<file path="src/rtl/fifo_bank_seq.sv">
// fifo_bank_seq: single-clock sequencer for the CNN input FIFO bank.
//   LOAD  - spreads an upstream word stream round-robin over ARRAY_SIZE FIFOs
//           through one shared write bus. A full FIFO stalls the whole stream.
//   DRAIN - issues FIFO read enables for cfg_len words per lane.
// Optional feature macro: FIFO_BANK_SEQ_SKEW_EN
//   defined   : diagonal skew, lane i starts i cycles after lane 0
//   undefined : all lanes read in lockstep
module fifo_bank_seq #(
    parameter int ARRAY_SIZE = 9,
    parameter int DATA_SIZE  = 8,
    parameter int LEN_W      = 8
) (
    input  logic                  clk,
    input  logic                  rst_n,
    input  logic                  cmd_load,
    input  logic                  cmd_drain,
    input  logic [LEN_W-1:0]      cfg_len,
    input  logic                  in_valid,
    input  logic [DATA_SIZE-1:0]  in_data,
    output logic                  in_ready,
    input  logic [ARRAY_SIZE-1:0] fifo_full,
    input  logic [ARRAY_SIZE-1:0] fifo_empty,
    input  logic                  out_stall,
    output logic [DATA_SIZE-1:0]  w_bus,
    output logic [ARRAY_SIZE-1:0] w_en,
    output logic [ARRAY_SIZE-1:0] r_en,
    output logic [ARRAY_SIZE-1:0] out_valid,
    output logic                  busy,
    output logic                  done,
    output logic                  err
);

    localparam int COL_W = (ARRAY_SIZE > 1) ? $clog2(ARRAY_SIZE) : 1;
    // Wide enough for cfg_len + ARRAY_SIZE with the largest cfg_len.
    localparam int CNT_W = LEN_W + $clog2(ARRAY_SIZE) + 1;

    typedef enum logic [1:0] {
        IDLE  = 2'd0,
        LOAD  = 2'd1,
        DRAIN = 2'd2,
        DONE  = 2'd3
    } state_t;

    state_t                state;
    logic [COL_W-1:0]      col;
    logic [CNT_W-1:0]      row;
    logic [CNT_W-1:0]      t;
    logic [CNT_W-1:0]      len;
    logic [CNT_W-1:0]      t_last;
    logic [ARRAY_SIZE-1:0] due;
    logic                  accept;
    logic                  last_col;
    logic                  last_word;

    assign busy      = (state != IDLE);
    assign in_ready  = (state == LOAD) && !fifo_full[col];
    assign accept    = in_valid && in_ready;
    assign last_col  = (col == COL_W'(ARRAY_SIZE - 1));
    assign last_word = last_col && (row == len - CNT_W'(1));

`ifdef FIFO_BANK_SEQ_SKEW_EN
    assign t_last = len + CNT_W'(ARRAY_SIZE) - CNT_W'(2);
`else
    assign t_last = len - CNT_W'(1);
`endif

    // Lanes whose read window covers the current drain step.
    always_comb begin
        // NOTE: default assignment first so no path leaves due unassigned (no latch).
        due = '0;
        for (int i = 0; i < ARRAY_SIZE; i++) begin
`ifdef FIFO_BANK_SEQ_SKEW_EN
            due[i] = (t >= CNT_W'(i)) && (t < CNT_W'(i) + len);
`else
            due[i] = (t < len);
`endif
        end
    end

    // Sequencer FSM with registered enables, bus and status outputs.
    always_ff @(posedge clk or negedge rst_n) begin
        if (!rst_n) begin
            state     <= IDLE;
            col       <= '0;
            row       <= '0;
            t         <= '0;
            len       <= '0;
            w_bus     <= '0;
            w_en      <= '0;
            r_en      <= '0;
            out_valid <= '0;
            done      <= 1'b0;
            err       <= 1'b0;
        end else begin
            // NOTE: non-blocking assignments so every register samples pre-edge values.
            w_en      <= '0;
            r_en      <= '0;
            done      <= 1'b0;
            out_valid <= r_en;
            case (state)
                IDLE: begin
                    if (cmd_load || cmd_drain) begin
                        len <= CNT_W'(cfg_len);
                        col <= '0;
                        row <= '0;
                        t   <= '0;
                        if (cfg_len == '0) begin
                            done <= 1'b1;
                        end else if (cmd_load) begin
                            state <= LOAD;
                        end else begin
                            state <= DRAIN;
                        end
                    end
                end
                LOAD: begin
                    if (accept) begin
                        w_en  <= ARRAY_SIZE'(1) << col;
                        w_bus <= in_data;
                        if (last_col) begin
                            col <= '0;
                            row <= row + CNT_W'(1);
                        end else begin
                            col <= col + COL_W'(1);
                        end
                        if (last_word) begin
                            state <= DONE;
                        end
                    end
                end
                DRAIN: begin
                    if (!out_stall) begin
                        r_en <= due & ~fifo_empty;
                        if (|(due & fifo_empty)) begin
                            err <= 1'b1;
                        end
                        if (t == t_last) begin
                            state <= DONE;
                        end else begin
                            t <= t + CNT_W'(1);
                        end
                    end
                end
                DONE: begin
                    done  <= 1'b1;
                    state <= IDLE;
                end
                default: state <= IDLE;
            endcase
        end
    end

endmodule

</file>
<file path="config.mk">
export PLATFORM = sky130hd
export DESIGN_NAME = fifo_bank_seq
export DESIGN_NICKNAME = d
export VERILOG_FILES = /design/src/rtl/fifo_bank_seq.sv
export SDC_FILE = /design/constraint.sdc
export NUM_CORES = 1
export LEC_CHECK = 0
export BUFFER_PORTS_ARGS = -buffer_cell sky130_fd_sc_hd__buf_2
export CAP_MARGIN = 20
export CORE_AREA = 2 2 96 98
export CTS_CLUSTER_DIAMETER = 150
export DETAILED_ROUTE_END_ITERATION = 8
export DIE_AREA = 0 0 98 100
export GPL_TIMING_DRIVEN = 0
export PLACE_DENSITY = 0.72
export SLEW_MARGIN = 10
export SYNTH_ARGS = -nofsm -noshare
export SYNTH_HDL_FRONTEND = slang
export SYNTH_SLANG_ARGS = --single-unit
</file>
<file path="constraint.sdc">
create_clock -name clk -period 3.5 [get_ports clk]
set_input_delay 0.525 -clock clk [delete_from_list [all_inputs] [get_ports clk]]
set_output_delay 0.525 -clock clk [all_outputs]
set_load 0.02 [all_outputs]
</file>
After elaboration in Yosys (flattened, before gate mapping)
Cells that the tools add are included.

Bits in registers: 77. Logic and storage cells: 82. Bits in read-only memories: 0. Bits in latches: 0. Input port bits: 40. Memories kept: 0. RAM bits: 0.

Bitwise operators: 4. Div/mod/pow operators: 0. Magnitude comparators: 2. Add/sub/neg operators: 4. Shifts and indexed selects: 1. Multipliers: 0. Reductions and logical operators: 18. Eq/ne operators: 14. Multiplexer cells: 28.

Operators by type and width (count): two-way mux 13 bit (5); one-hot mux 13 bit (2 select lines) (2); two-way mux 9 bit (4); adder 13 x 1 -> 13 bit, second input constant (2); equality test 13 bit (2); bitwise AND 9 bit (2); inequality test 2 bit, second input constant (8); two-way mux 2 bit (7); less-than comparator 13 x 8 -> 1 bit (1); two-way mux 4 bit (3); inverter 9 bit (1); OR reduction 9 bit (1); left shift 1 x 4 -> 9 bit, first input constant (1); subtractor 8 x 1 -> 9 bit, second input constant (1); logical NOT 8 bit (1); one-hot mux 2 bit (4 select lines) (1); one-hot mux 4 bit (2 select lines) (1); AND reduction 4 bit (2); AND reduction 3 bit (2); AND reduction 6 bit (1); nonzero test 2 bit (3); less-than comparator 4 x 5 -> 1 bit, second input constant (1); adder 4 x 1 -> 4 bit, second input constant (1); binary-select mux 1 bit (select 4 bit) (1); other kinds (11) (17).

Depth between registers and ports, before layout
Gate-level depths: netlist of run 1.

Depth in word-level cells: 7. Mapped depth: 10. Gate-level depth less buffers: 9.

Worst setup path before layout of run 1
Ideal clock, no wire load.

Path type: register to register. From: register col[0]. To: register state[0]. Setup slack: 787 ps. Library setup time: 128 ps. Stages on the path, launching flop included: 10. Data arrival time: 2585 ps. Cells stage by stage: dfrtp_1 inv_1 ha_1 nand3b_1 or3_1 or4_1 a2111oi_0 o2111ai_1 a21oi_2 mux2_1.

Word-level cells in the longest chain between the ends: 7.

RTL lines: start, declared (line 45) `logic [COL_W-1:0] col;`; start signal, assigned (line 124) `col <= col + COL_W'(1);`; binary-select mux 1 bit (select 4 bit) (line 56) `assign in_ready = (state == LOAD) && !fifo_full[col];`; two-way mux 1 bit (implied by the code) (line 56); logical NOT 1 bit (line 56); logical AND 1 bit (line 56); logical AND 1 bit (line 57) `assign accept = in_valid && in_ready;`; inequality test 2 bit (no line); AND reduction 6 bit (no line) *; end signal, assigned (line 83) `state <= IDLE;`; end signal, assigned (line 110) `state <= LOAD;`; end signal, assigned (line 112) `state <= DRAIN;`; end, declared (line 44) `state_t state;`.

Mark *: on every way between the ends. The rest lies on a longest branch, timed or not. The select of a mux whose other input is x is not followed. A chain may end at the register's enable or synchronous reset.

Final worst setup path of run 1
Ends and elaborated chain as after synthesis.

==> results of run 1 <==
==> per-stage QoR <==
stage          instance area [um^2]  power [W]  utilization, %  worst slack [ns]  instances
6_report                       5030    0.00345            56.6             0.203        622
5_1_grt                        5030    0.00370            56.6             0.110        622
4_1_cts                        5030    0.00347            56.6             0.223        622
3_5_place_dp                   4850    0.00280            54.5             0.241        606
3_3_place_gp                   4820    0.00276            54.2             0.203        605
2_1_floorplan                  4290    0.00237               -             0.787        416
==> path summary, 6_finish.rpt <==
kind                                      to
max in group asynchronous           state[0]
worst min register to register  out_valid[7]
worst max register to register      state[0]
worst max-delay path                state[0]
worst min-delay path                 w_en[8]
min in group clk                     r_en[2]
==> kinds of logic after synthesis <==
logic type,after synthesis,share of synthesized area (%)
compound gates,65,11.4
mux,27,7.56
fa+ha+maj,21,6.13
flops,77,44.9
simple gates,154,20.0
buf+inv,44,4.35
xor+xnor,28,5.72
==> power by group through the flow <==
stage	Clock (W)	Combinational, W	Sequential [W]
floorplan	0	0.00106	0.00131
detailed placement	0	0.00157	0.00123
global route	0.000710	0.00175	0.00124
global placement	0	0.00154	0.00122
finish	0.000660	0.00158	0.00122
CTS	0.000670	0.00158	0.00122
==> flip-flops by register name (all words and copies together), names as in the netlist <==
register   count
col            4
state          2
w_bus          8
err            1
out_valid      9
r_en           9
len            8
done           1
w_en           9
t             13
row           13
==> layout make-up <==
type	instances	area (um^2)	area share (%)
Multi-Input combinational cell	295	2170	43.2
Clock buffer	9	124	2.46
Tap cell	111	139	2.76
Timing Repair Buffer	79	420	8.35
Buffer	17	85.1	1.69
Inverter	27	101	2.01
Clock inverter	7	63.8	1.27
Sequential cell	77	1930	38.3
==> layer usage <==
metal	vias to the layer above	share of wire [%]	routed length [um]
met4	0	1.8	176
met3	18	4.3	412
met1	1685	44	4220
met5	-	0	0
li1	1673	-	-
met2	88	50	4820
==> layout by cell type (no fill, tap or decap), drive strengths merged, types with 10 or more instances in the layout <==
cell type | Yosys | routed
buf | 4 | 83
dfrtp | 77 | 77
nand2 | 32 | 32
inv | 27 | 31
nor2 | 30 | 30
clkbuf | 13 | 22
ha | 21 | 21
mux2 | 20 | 20
nand3 | 14 | 14
xor2 | 14 | 14
xnor2 | 14 | 14
a21oi | 14 | 14
nor3 | 12 | 12
nand4 | 11 | 11
o21ai | 10 | 10
==> worst max-delay path, cell delays in order (launching register included) <==
cell and delay (ns):
dfrtp_1 0.48, inv_1 0.15, ha_1 0.23, nand3b_1 0.15, or3_1 0.41, or4_1 0.52, a2111oi_0 0.47, o2111ai_1 0.21
a21oi_2 0.21, mux2_1 0.34
==> impl_metrics.yaml, run 1 <==
global_routing:
  grt_pass1_vias: 3382
  grt_util_met3_pct: 3.41
  grt_pass1_wl_um: 16100
  globalRoute.busiestLayer: "met2"
  antenna_found_initial: 0
  gr-usage-all-layers_pct: 20.4
  gr-total-overflow: 0
  use_met2_pct: 34.5
  use_met1_pct: 26.3
  grt_max_degree: 57
synthesis:
  yosys.area.top_type: "dfrtp_1"
  synthFlopType: "dfrtp_1"
  synth.distinct_cells: 61
  syn_area_per_cell_um2: 10.3
  synth.area.top_cells: "dfrtp_1 45%, ha_1 6.1%, mux2_2 4.5%, xnor2_1 2.9%, xor2_1 2.9%"
  synth_edf_count: 0
  yosysWarnings: 0
  netlist_instances: 416
  synth_nets: 477
  synth_most_common_cell: "dfrtp_1"
  synth.cells.most_frequent: "77 x dfrtp_1, 32 x nand2_1, 30 x nor2_1"
  syn_area_um2: 4290
  ys_ff_latch: 77
  ys_seq_area_share_pct: 44.9
  synth_top_area_share_pct: 44.9
  async_flop_share_pct: 100
critical_path:
  end_kind: "register"
  required_ns: 3.74
  reg2reg_depth: 9
  critPathLaunchType: "register"
  ff2ff_setup_slack_ns: 0.20
  crit_type: "reg -> reg"
  startpoint: "col[0]"
  crit_arrival_ns: 3.54
  worst-path-max-fanout: 7
  r2r_start: "col[0]"
clock_network:
  cts-resized-gates: 0
  cts_inserted_buffers: 9
  cts_sinks: 77
  postCtsHoldBufs: 0
  htree_levels: 3
  root_buffer: "clkbuf_8"
  clkLatencyLatePin_ns: 0.36
  clk_pin_slew_ns: 0.09
  cts_setup_buffers: 0
  cts_tree: "done"
  clockBufferDepth: 2
power_and_ir_drop:
  switching_share_pct: 43.4
  power_switching_w: 0.00150
  vdd_drop_max_uv: 323
  p_per_area_nw_per_um2: 686
  combPwrFrac_pct: 45.7
  p_leak_nw: 2.40
  seqPwrFrac_pct: 35.2
  intPower_w: 0.00196
  p_clk_share_pct: 19.1
floorplanning:
  die_h_um: 100
  dieArea_um2: 9800
  ios: 79
  fp-row-count: 35
  die_w_um: 98
  core-area_um2: 8890
  start_util_pct: 48.2
timing:
  drv_slew: 0
  rsz0062_at_grt: "false"
  fin_crit_sh_pct: 94.2
  skew_ns: 0.00972
  max_freq_mhz: 303
  slew_headroom_pct: 49.9
  fin_hold_ws_ns: 0.0543
  worstMarginPinSlew_ns: 0.744
  min_period_ns: 3.30
  tns_ns: 0
  finalHoldViolations: 0
  finalSetupViolCount: 0
min_path:
  hold_class: "in -> async"
cells_and_area:
  nNetsFinal: 567
  area_growth_pct: 17.4
  n_antenna_cell: 0
  drive_gt1_share_pct: 26.4
  fillers: 792
drt:
  ant_nets: 0
  drt_wl_total_um: 9620
  drt_first_pass_iters: 4
  wl_per_cell_um: 15.5
  drc: 0
  drt_iter0_drc: 160
  viasPerCell: 5.57
  num_vias: 3464
outcome:
  status: "complete, no violations"
place:
  numPortBuffers: 78
  place_congestion: 0.905
  dpl.hpwl_um: 7170
job:
  drv_cap: 0
(Power assumes the default switching activity.)
==> inputs of run 2 (changes only) <==
--- a/config.mk
+++ b/config.mk
@@ -13,7 +13,9 @@
 export DIE_AREA = 0 0 98 100
 export GPL_TIMING_DRIVEN = 0
 export PLACE_DENSITY = 0.72
+export REMOVE_ABC_BUFFERS = 1
 export SLEW_MARGIN = 10
 export SYNTH_ARGS = -nofsm -noshare
 export SYNTH_HDL_FRONTEND = slang
 export SYNTH_SLANG_ARGS = --single-unit
+export TNS_END_PERCENT = 50
==> constraint.sdc (replaced) <==
create_clock -name clk -period 3.65 [get_ports clk]
set_input_delay 0.5475 -clock clk [delete_from_list [all_inputs] [get_ports clk]]
set_output_delay 0.5475 -clock clk [all_outputs]
set_load 0.02 [all_outputs]
==> impl_metrics.yaml, run 2 (same netlist as run 1, synthesis figures left out) <==
cells_and_area:
  drive_gt1_share_pct: 26.5
  nNetsFinal: 551
  final_core_util_pct: 56.0
  n_antenna_cell: 0
  reg.largest.list: "row (13), t (13)"
  final_cell_mix: "77 x dfrtp_1, 77 x buf_2, 32 x nand2_1"
  area_growth_pct: 16.2
  final_cell_count_no_fill: 605
  postLayoutCellArea_um2: 4980
power_and_ir_drop:
  p_per_area_nw_per_um2: 673
  p_leak_nw: 2.38
  vdd_drop_max_uv: 435
floorplanning:
  core-area_um2: 8890
  start_util_pct: 48.2
  fp-row-count: 35
  die_w_um: 98
  ios: 79
  die_h_um: 100
  dieArea_um2: 9800
timing:
  max_freq_mhz: 310
  rsz0062_at_grt: "false"
  drv_slew: 0
  fin_crit_sh_pct: 88.2
  finalHoldViolations: 0
  tns_ns: 0
  min_period_ns: 3.22
  finalSetupViolCount: 0
  skew_ns: 0.0166
  worstMarginPinSlew_ns: 0.970
  slew_headroom_pct: 34.9
min_path:
  hold_class: "in -> async"
clock_network:
  cts-resized-gates: 0
  cts_inserted_buffers: 9
  postCtsHoldBufs: 0
  clockBufferDepth: 2
  htree_levels: 3
  cts_sinks: 77
  clk_pin_slew_ns: 0.09
  root_buffer: "clkbuf_8"
  cts_tree: "done"
  cts_setup_buffers: 0
  clkLatencyLatePin_ns: 0.37
critical_path:
  crit_type: "reg -> reg"
  worst-path-max-fanout: 13
  crit_arrival_ns: 3.46
  ff2ff_setup_slack_ns: 0.43
  startpoint: "state[1]"
  reg2reg_depth: 9
  r2r_start: "state[1]"
  crit_slowest_cell: "or4_1"
  r2r_end: "state[0]"
  path_cells: "inv_1, ha_1, nand2_1, or3_1, or4_1, a2111oi_0, o2111ai_1, a21oi_2, mux2_1"
  endpoint: "state[0]"
  required_ns: 3.89
  cpPeakStageDelay_ns: 0.54
  critPathLaunchType: "register"
  end_kind: "register"
global_routing:
  antenna_found_initial: 0
  grt_pass1_wl_um: 15800
  gr-total-overflow: 0
  grt_pass1_vias: 3373
  gr-usage-all-layers_pct: 19.9
  grt_max_degree: 51
drt:
  viasPerCell: 5.59
  drc: 0
  wl_per_cell_um: 15.4
  drt_wl_total_um: 9320
  drt_iter0_drc: 122
  ant_nets: 0
  drt_first_pass_iters: 5
  num_vias: 3379
outcome:
  status: "complete, no violations"
job:
  drv_cap: 0
place:
  dp.cells: 590
  place_congestion: 0.845
  place_area_um2: 4770
  numPortBuffers: 78
  dpl.hpwl_um: 7020
run 2: worst min-delay path by stage:
stage / startpoint / to / slack, ns / depth (start not counted)
floorplan: rst_n / col[0] / 0.25 / 0
global placement: r_en[0] / out_valid[0] / 0.36 / 0
detailed placement: r_en[6] / out_valid[6] / 0.36 / 0
CTS: rst_n / out_valid[1] / 0.09 / 1
global route: rst_n / out_valid[1] / 0.10 / 1
finish: rst_n / w_en[7] / 0.09 / 1
run 2: critical path: cells and delay by family (launching register included):
family	cells	cell delay, ns
AO/OA/AOI/OAI	3	0.70
adder cells (fa/ha/maj)	1	0.46
buffers and inverters	1	0.09
flip-flops	1	0.42
multiplexers	1	0.35
AND/OR/NAND/NOR	3	1.06
run 2: power by group:
part | switching [W] | leakage (nW) | internal (W)
Combinational | 0.000802 | 1.26 | 0.000562
Sequential | 0.000250 | 1.02 | 0.00103
Clock | 0.000332 | 0.101 | 0.000381
Total | 0.00138 | 2.38 | 0.00197
run 2: final cells by class:
class / instances / area [um^2]
multi-input cells: 295 / 2170
clock inverters: 6 / 88.8
flip-flops and latches: 77 / 1930
clock buffers: 9 / 124
fillers: 810 / 3910
well taps: 111 / 139
inverters: 27 / 101
repair buffers: 80 / 428
run 2: metal layers:
layer  part of all wire [%]  up-vias  track usage [%]
li1                       -     1634                -
met2                     49       68             33.3
met4                    1.6        0             7.80
met5                      0        -                0
met1                     45     1663             25.5
met3                    4.1       14             4.04
run 2: stage by stage:
| stage | worst slack [ns] | power [W] | hold slack (ns) |
|---|---|---|---|
| final | 0.429 | 0.00335 | 0.0892 |
| after global routing | 0.259 | 0.00358 | 0.103 |
| after CTS | 0.422 | 0.00337 | 0.0915 |
| after detailed placement | 0.461 | 0.00266 | 0.360 |
| after global placement | 0.381 | 0.00260 | 0.357 |
| after floorplan | 0.880 | 0.00223 | 0.252 |
